==> src/rtl/sign_track_nch_pkg.sv <==
// Shared definitions for the multi-channel sign tracker.
// Counters are carried at a fixed internal width (CNT_W) so the per-channel
// state struct can live in a non-parameterised package. Every channel works
// in that width end to end, so MID+HYST can never overflow for any legal DEP.
package sign_pkg;

   localparam int CNT_W = 16;

   typedef logic [CNT_W-1:0] cnt_t;

   typedef struct packed {
      cnt_t cnt;
      logic sign;
      logic chg;
   } ch_state_t;

   // Counter midpoint for a DEP-bit counter.
   function automatic int mid(input int dep);
      return 1 << (dep - 1);
   endfunction

   // Counter full-scale value for a DEP-bit counter.
   function automatic int max(input int dep);
      return (1 << dep) - 1;
   endfunction

endpackage

==> src/rtl/sign_track_nch_ch.sv <==
// Single-channel sign estimator: saturating up/down counter centred on MID,
// registered sign with a hysteresis band of +/-HYST around MID, and a
// one-cycle pulse on the cycle the registered sign takes a new value.
//
// state | meaning
// ------+---------------------------------------------------------------
// cnt   | integrated stream balance, MID = balanced, 0..MAX, no wrap
// sign  | 1 = stream judged negative, 0 = non-negative
// chg   | 1 for exactly the cycle sign shows a freshly toggled value
module sign_track_ch
   import sign_pkg::*;
#(
   parameter int DEP  = 3,
   parameter int HYST = 0
) (
   input  logic clk,
   input  logic rst,
   input  logic clr,
   input  logic en,
   input  logic value,
   output logic sign,
   output logic sign_chg,
   output logic sat_hi,
   output logic sat_lo
);

   // Reject configurations the counter width cannot represent.
   if (DEP < 2 || DEP > CNT_W - 1) begin : g_bad_dep
      $error("sign_track_ch: DEP out of range");
   end
   if (HYST < 0 || HYST >= mid(DEP)) begin : g_bad_hyst
      $error("sign_track_ch: HYST must lie in 0..MID-1");
   end

   localparam cnt_t MID_C = cnt_t'(mid(DEP));
   localparam cnt_t MAX_C = cnt_t'(max(DEP));
   // Falling below LO_TH declares negative; reaching HI_TH declares
   // non-negative. With HYST=0 both collapse onto MID.
   localparam cnt_t LO_TH = cnt_t'(mid(DEP) - HYST);
   localparam cnt_t HI_TH = cnt_t'(mid(DEP) + HYST);

   ch_state_t r_st;
   cnt_t      w_cnt_nx;
   logic      w_sign_nx;

   // Next counter value: step toward the input, holding at either rail.
   always_comb begin
      w_cnt_nx = r_st.cnt;
      if (en) begin
         if (value && (r_st.cnt != MAX_C)) begin
            w_cnt_nx = r_st.cnt + cnt_t'(1);
         end else if (!value && (r_st.cnt != '0)) begin
            w_cnt_nx = r_st.cnt - cnt_t'(1);
         end
      end
   end

   // Next sign, judged on the post-update count so sign has one cycle latency.
   always_comb begin
      w_sign_nx = r_st.sign;
      if (!r_st.sign && (w_cnt_nx < LO_TH)) begin
         w_sign_nx = 1'b1;
      end else if (r_st.sign && (w_cnt_nx >= HI_TH)) begin
         w_sign_nx = 1'b0;
      end
   end

   // State register; rst and clr both return the channel to the midpoint.
   always_ff @(posedge clk) begin
      if (rst || clr) begin
         r_st.cnt  <= MID_C;
         r_st.sign <= 1'b0;
         r_st.chg  <= 1'b0;
      end else begin
         r_st.cnt  <= w_cnt_nx;
         r_st.sign <= w_sign_nx;
         r_st.chg  <= w_sign_nx ^ r_st.sign;
      end
   end

   // Saturation flags decode the live counter without extra latency.
   always_comb begin
      sign     = r_st.sign;
      sign_chg = r_st.chg;
      sat_hi   = (r_st.cnt == MAX_C);
      sat_lo   = (r_st.cnt == '0);
   end

endmodule

==> src/rtl/sign_track_nch.sv <==
// Multi-channel sign tracker for unary/stochastic bitstreams. Each channel
// is an independent sign_track_ch; only clk, rst and clr are shared.
module sign_track_nch
   import sign_pkg::*;
#(
   parameter int CH   = 4,
   parameter int DEP  = 3,
   parameter int HYST = 0
) (
   input  logic          clk,
   input  logic          rst,
   input  logic          clr,
   input  logic [CH-1:0] en,
   input  logic [CH-1:0] value,
   output logic [CH-1:0] sign,
   output logic [CH-1:0] sign_chg,
   output logic [CH-1:0] sat_hi,
   output logic [CH-1:0] sat_lo
);

   if (CH < 1) begin : g_bad_ch
      $error("sign_track_nch: CH must be at least 1");
   end

   // One tracker per channel, no cross-channel interaction.
   for (genvar g = 0; g < CH; g++) begin : g_ch
      sign_track_ch #(
         .DEP  (DEP),
         .HYST (HYST)
      ) u_ch (
         .clk      (clk),
         .rst      (rst),
         .clr      (clr),
         .en       (en[g]),
         .value    (value[g]),
         .sign     (sign[g]),
         .sign_chg (sign_chg[g]),
         .sat_hi   (sat_hi[g]),
         .sat_lo   (sat_lo[g])
      );
   end

endmodule

==> config.mk <==
export PLATFORM = sky130hd
export DESIGN_NAME = sign_track_nch
export DESIGN_NICKNAME = d
export VERILOG_FILES = /design/src/rtl/sign_track_nch_pkg.sv /design/src/rtl/sign_track_nch_ch.sv /design/src/rtl/sign_track_nch.sv
export SDC_FILE = /design/constraint.sdc
export NUM_CORES = 1
export LEC_CHECK = 0
export ABC_AREA = 1
export CAP_MARGIN = 20
export CORE_MARGIN = 3
export CORE_UTILIZATION = 58
export CTS_BUF_LIST = sky130_fd_sc_hd__clkbuf_2
export CTS_CLUSTER_DIAMETER = 60
export CTS_CLUSTER_SIZE = 20
export DETAILED_ROUTE_END_ITERATION = 7
export GPL_TIMING_DRIVEN = 0
export PLACE_DENSITY = 0.84
export SYNTH_ARGS = -nofsm -noshare
export SYNTH_HDL_FRONTEND = slang
export SYNTH_SLANG_ARGS = --single-unit
==> constraint.sdc <==
create_clock -name clk -period 2.01 [get_ports clk]
set_clock_uncertainty 0.15 [all_clocks]
set_input_delay 0.201 -clock clk [delete_from_list [all_inputs] [get_ports clk]]
set_output_delay 0.201 -clock clk [all_outputs]
set_load 0.02 [all_outputs]
======== Word level (Yosys, flattened, before mapping) ========
Index checks and enable logic that the tools add are counted.
storage, ports and cells
  register bits after elaboration ......... 72
  input port bits ......................... 11
  output and inout port bits .............. 16
cells by class
  add/subtract/negate cells ............... 8
  $lt $le $gt $ge ......................... 8
  eq/ne operators ......................... 8
  mux-type cells .......................... 20
  bitwise operators ....................... 4
  reductions and logical operators ........ 33
operators with widths
  kind                                                                    number
  16-bit 2-to-1 mux                                                       12
  16-bit by 1-bit adder with 16-bit output, second input constant         4
  16-bit by 3-bit equality test with 1-bit output, second input constant  4
  16-bit by 3-bit >= comparator with 1-bit output, second input constant  4
  16-bit logical NOT                                                      4
  16-bit by 3-bit < comparator with 1-bit output, second input constant   4
  16-bit by 3-bit != test with 1-bit output, second input constant        4
  16-bit nonzero test                                                     4
  16-bit by 1-bit subtractor with 16-bit output, second input constant    4
  1-bit logical AND                                                       16
  1-bit logical NOT                                                       8
  1-bit 2-to-1 mux                                                        8
  1-bit XOR                                                               4
  1-bit logical OR                                                        1

======== Logic depth before layout (Yosys ltp) ========
  word-level depth ........................ 10
  gate-level depth with buffers ........... 18

======== By module ========
From an unflattened synthesis, not the netlist that was laid out.
unflattened totals
  cell total of the unflattened synthesis .. 1304
  area total of the unflattened synthesis .. 7131.8 µm²
by module, submodules not included
  module         instances  cells an instance  area each (µm²)  seq. area each (µm²)
  sign_track_ch  4          326                1783.0           360.3

======== Least setup slack after synthesis ========
Ideal clock, no wire load.
  path kind ............................... register to register
  start ................................... register g_ch[2].u_ch.r_st[3] (netlist name)
  end ..................................... register g_ch[2].u_ch.r_st, in the netlist g_ch[2].u_ch.sign_chg
  setup time .............................. 115 ps
  data arrival time ....................... 1783 ps
  setup slack ............................. -38 ps
  stages on the path, launching flop included .. 18
  buffers on the path ..................... 1
  clock period less this slack ............ 2048 ps
  cells stage by stage .................... dfxtp_1 -> ha_1 -> nand3_2 -> nor2_4 -> nand2_2 -> nand2_4 -> inv_2 -> buf_6 -> nand2_1 -> nand2_1 -> nand2_1 -> nand2_1 -> nor2_1 -> nand3_1 -> nor2_2 -> nand3_1 -> nand2_1 -> nor2_1
on the way
  longest elaborated chain between the ends .. 10
  elaborated cells between the ends (all ways) .. 16
  classes of those cells .................. add/sub: 2; order compare: 2; eq/ne: 1; mux: 5; bitwise: 1; reduce/logical: 5
RTL lines
  what                                                                                   RTL line                 RTL
  start, declared                                                                        sign_track_nch_ch.sv:42  ch_state_t r_st;
  branches (longest 4 deep; another with 16-bit by 1-bit subtractor with 16-bit output)  n/a
  16-bit 2-to-1 mux (*)                                                                  sign_track_nch_ch.sv:49  if (en) begin
  16-bit by 3-bit >= comparator with 1-bit output                                        sign_track_nch_ch.sv:63  end else if (r_st.sign && (w_cnt_nx >= HI_TH)) begin
  1-bit logical AND                                                                      sign_track_nch_ch.sv:63
  1-bit 2-to-1 mux                                                                       sign_track_nch_ch.sv:63
  1-bit 2-to-1 mux (*)                                                                   sign_track_nch_ch.sv:61  if (!r_st.sign && (w_cnt_nx < LO_TH)) begin
  1-bit XOR (*)                                                                          sign_track_nch_ch.sv:77  r_st.chg <= w_sign_nx ^ r_st.sign;
Every way passes the cells marked *.
A chain may end at the register's enable or synchronous reset.

======== Worst setup path in the final report ========
  start ................................... register g_ch[1].u_ch.r_st[2] (netlist name)
  end ..................................... register g_ch[1].u_ch.r_st, in the netlist g_ch[1].u_ch.sign_chg
on the way
  longest elaborated chain between the ends .. 10
  elaborated cells between the ends (all ways) .. 16
  classes of those cells .................. add/sub: 2; order compare: 2; eq/ne: 1; mux: 5; bitwise: 1; reduce/logical: 5
RTL lines
  what                                                                                   RTL line
  start, declared                                                                        sign_track_nch_ch.sv:42
  branches (longest 4 deep; another with 16-bit by 1-bit subtractor with 16-bit output)  n/a
  16-bit 2-to-1 mux (*)                                                                  sign_track_nch_ch.sv:49
  16-bit by 3-bit >= comparator with 1-bit output                                        sign_track_nch_ch.sv:63
  1-bit logical AND                                                                      sign_track_nch_ch.sv:63
  1-bit 2-to-1 mux                                                                       sign_track_nch_ch.sv:63
  1-bit 2-to-1 mux (*)                                                                   sign_track_nch_ch.sv:61
  1-bit XOR (*)                                                                          sign_track_nch_ch.sv:77
Marks and branches as above.

==> results.sh <==
export IMPL_async_flop_share_pct=0
export IMPL_finalInstanceArea_sq_mm=0.00946
export IMPL_worst_pin_slew_ns=0.765
export IMPL_clockBufferDepth=2
export IMPL_track_usage_pct=32.3
export IMPL_status="finished with violations"
export IMPL_dp_hpwl_um=13900
export IMPL_yosysMostFrequentCell="nand2_1"
export IMPL_synth_top_family_by_area="simple AND/OR/NAND/NOR gates"
export IMPL_hold_violations=1
export IMPL_post_route_min_period_ns=2.37
export IMPL_first_pass_iters=6
export IMPL_antenna_left=0
export IMPL_grt_overflow=0
export IMPL_num_rows=39
export IMPL_dp_cells=1433
export IMPL_wl_um=25000
export IMPL_wl_per_cell_um=16.4
export IMPL_critPathKind="reg -> reg"
export IMPL_synth_xor_area_share_pct=4.81
export IMPL_antenna_found_initial=0
export IMPL_netlist_instances=1265
export IMPL_die_area_sq_mm=0.0133
export IMPL_antenna_cells=0
export IMPL_layout_nets=1397
export IMPL_p_int_mw=2.02
export IMPL_n_fill_cell=736
export IMPL_core_sq_mm=0.0116
export IMPL_drt_initial_drc_count=1167
export IMPL_port_buffers=25
export IMPL_synth_seq_cells=72
export IMPL_rsz0062_at_grt="true"
export IMPL_synth_compound_area_share_pct=6.78
export IMPL_power_leakage_nw=4.47
export IMPL_ir_drop_mv=0.319
export IMPL_cp_required_ns=2.43
export IMPL_grt_max_degree=14
export IMPL_post_route_period_util_pct=118
export IMPL_synthMuxAreaShare_pct=0
export IMPL_worst_path_max_fanout=5
export IMPL_synthDominantCellAreaShare_pct=26.8
export IMPL_hold_ws_ns=-0.00732
export IMPL_worstSkewPairLatency_ns=0.63
export IMPL_multiInputGateArea_sq_mm=0.00580
export IMPL_cts_buffers=9
export IMPL_p_per_area_mw_per_mm2=344
export IMPL_start_util_pct=59.9
export IMPL_instances_no_fill=1522
export IMPL_dieHeight_um=115
export IMPL_root_buffer="clkbuf_2"
export IMPL_p_sw_share_pct=37.9
export IMPL_synthAdderAreaFrac_pct=2.17
export IMPL_cp_end_kind="flip-flop"
export IMPL_power_total_mw=3.25
export IMPL_grt_pass1_wl_um=34900
export IMPL_slew_violations=0
export IMPL_arrival_ns=2.79
export IMPL_drive_gt1_share_pct=33.3
export IMPL_syn_num_nets=1288
export IMPL_path_clk_slew_ns=0.28
export IMPL_pwr_share_comb_pct=26.6
export IMPL_gp_congestion=0.971
export IMPL_netlist_top_cell_by_area="nand2_1"
export IMPL_fmax_mhz=422
export IMPL_synth_edff_count=0
export IMPL_clock_sinks=72
export IMPL_ys_top_cells_by_count="nand2_1, nor2_1, nand3_1, inv_1, dfxtp_1"
export IMPL_dpl_cell_area_sq_mm=0.00737
export IMPL_p_seq_share_pct=44.9
export IMPL_ys_seq_area_share_pct=20.8
export IMPL_hold_class="in -> reg"
export IMPL_slew_headroom_pct=49.0
export IMPL_syn_area_per_cell_sq_um=5.47
export IMPL_yosys_warnings=0
export IMPL_violations="negative hold slack, negative setup slack"
export IMPL_worst_slack_ns=-0.361
export IMPL_ioPinCount=27
export IMPL_yosys_top_cells_area="nand2_1, dfxtp_1, nor2_1"
export IMPL_ys_flop_type="dfxtp_1"
export IMPL_drc=0
export IMPL_clkPwrFrac_pct=28.4
export IMPL_cp_start_kind="flip-flop"
export IMPL_syn_to_final_growth_pct=36.6
export IMPL_regArea_sq_mm=0.00160
export IMPL_netlist_area_sq_mm=0.00692
export IMPL_yosysUniqueCellTypes=33
export IMPL_grt_pass1_vias=7564
export IMPL_chipWidth_um=115
export IMPL_maxCapViolCount=0
export IMPL_cts_tree="built"
export IMPL_htree_num_levels=3
export IMPL_setup_viol=17
export IMPL_synthSimpleGateAreaFrac_pct=54.6
export IMPL_via_per_inst=5.89
export IMPL_p_sw_mw=1.23
export IMPL_via_count=8968
==> layout make-up <==
type	count	area share, %
Buffer	30	2.08
Clock buffer	9	0.476
Clock inverter	7	0.754
Inverter	114	5.32
Multi-Input combinational cell	1027	61.3
Sequential cell	72	16.9
Tap cell	143	1.89
Timing Repair Buffer	120	11.3
==> cell families (layout without fill, tap and decap cells) <==
family	count (synthesis)	after routing
flops	72	72
simple gates	887	887
buf+inv	166	280
fa+ha+maj	12	12
xor+xnor	38	38
compound gates	90	90
==> per-stage QoR <==
stage | util, % | worst slack (ns) | TNS (ns)
after floorplan | - | 0.00592 | 0
after global placement | 63.7 | -0.549 | -10.43
after detailed placement | 63.7 | -0.605 | -10.81
after CTS | 73.5 | -0.201 | -2.59
after global routing | 81.8 | -0.498 | -5.45
final | 81.8 | -0.361 | -3.55
==> power groups by stage <==
stage	clock network [mW]	registers (mW)	logic [mW]
after floorplan	0	1.50	0.421
after global placement	0	1.51	0.578
after detailed placement	0	1.51	0.584
after CTS	0.908	1.47	0.688
after global routing	0.958	1.47	0.925
final	0.925	1.46	0.866
==> worst max-delay path: stages, from the launching register on <==
cell and delay (ns):
dfxtp_4 0.46, ha_4 0.16, nand2_4 0.05, inv_2 0.05, nand2_2 0.06, nor2_4 0.10
nand2_4 0.09, buf_6 0.13, nand3b_1 0.09, nand2_2 0.10, nor2_2 0.11, nor2_1 0.06
nor2_1 0.16, nand3_1 0.14, nor2_4 0.14, nand3_2 0.09, nand2_1 0.09, nor2_2 0.07
==> state kept, by name, summed over array words and instances (netlist names) <==
| signal | count |
|---|---|
| g_ch.u_ch.r_st | 64 |
| g_ch.u_ch.sign | 4 |
| g_ch.u_ch.sign_chg | 4 |
==> final timing paths <==
path | from | end | slack [ns] | cells after the start
min reg2reg | g_ch[2].u_ch.sign | g_ch[2].u_ch.sign_chg | 0.39 | 2
max | g_ch[1].u_ch.r_st[2] | g_ch[1].u_ch.sign_chg | -0.36 | 17
min | en[0] | g_ch[0].u_ch.r_st[16] | -0.007 | 4
max reg2reg | g_ch[1].u_ch.r_st[2] | g_ch[1].u_ch.sign_chg | -0.36 | 17
==> repair_timing <==
item,4_1_cts,5_1_grt
hold buffers,2,0
setup buffers,65,39
cloned,0,1
hold endpoints to repair,6,0
gates resized for setup,252,236
pin swaps,68,111
setup endpoints to repair,23,29
==> placed cells by master, fill, tap and decap left out, types with 24 or more instances in the layout <==
| cell type | n |
|---|---|
| nor2_1 | 139 |
| xor2_1 | 30 |
| nand2_2 | 60 |
| dfxtp_4 | 34 |
| buf_4 | 83 |
| inv_1 | 79 |
| a21oi_1 | 44 |
| nor2_4 | 55 |
| buf_6 | 30 |
| dfxtp_2 | 24 |
| nand2_1 | 427 |
| nand3_1 | 84 |
| nor2_2 | 39 |
==> per-layer routing <==
| layer | global-route usage (%) | vias to the layer above | routed length, um |
|---|---|---|---|
| met4 | 15.3 | 0 | 1270 |
| met1 | 42.4 | 4045 | 9380 |
| met3 | 4.63 | 153 | 2530 |
| li1 | - | 4152 | - |
| met5 | 0 | - | 0 |
| met2 | 52.4 | 618 | 11800 |
No activity file was read; power rests on OpenSTA's default activity.
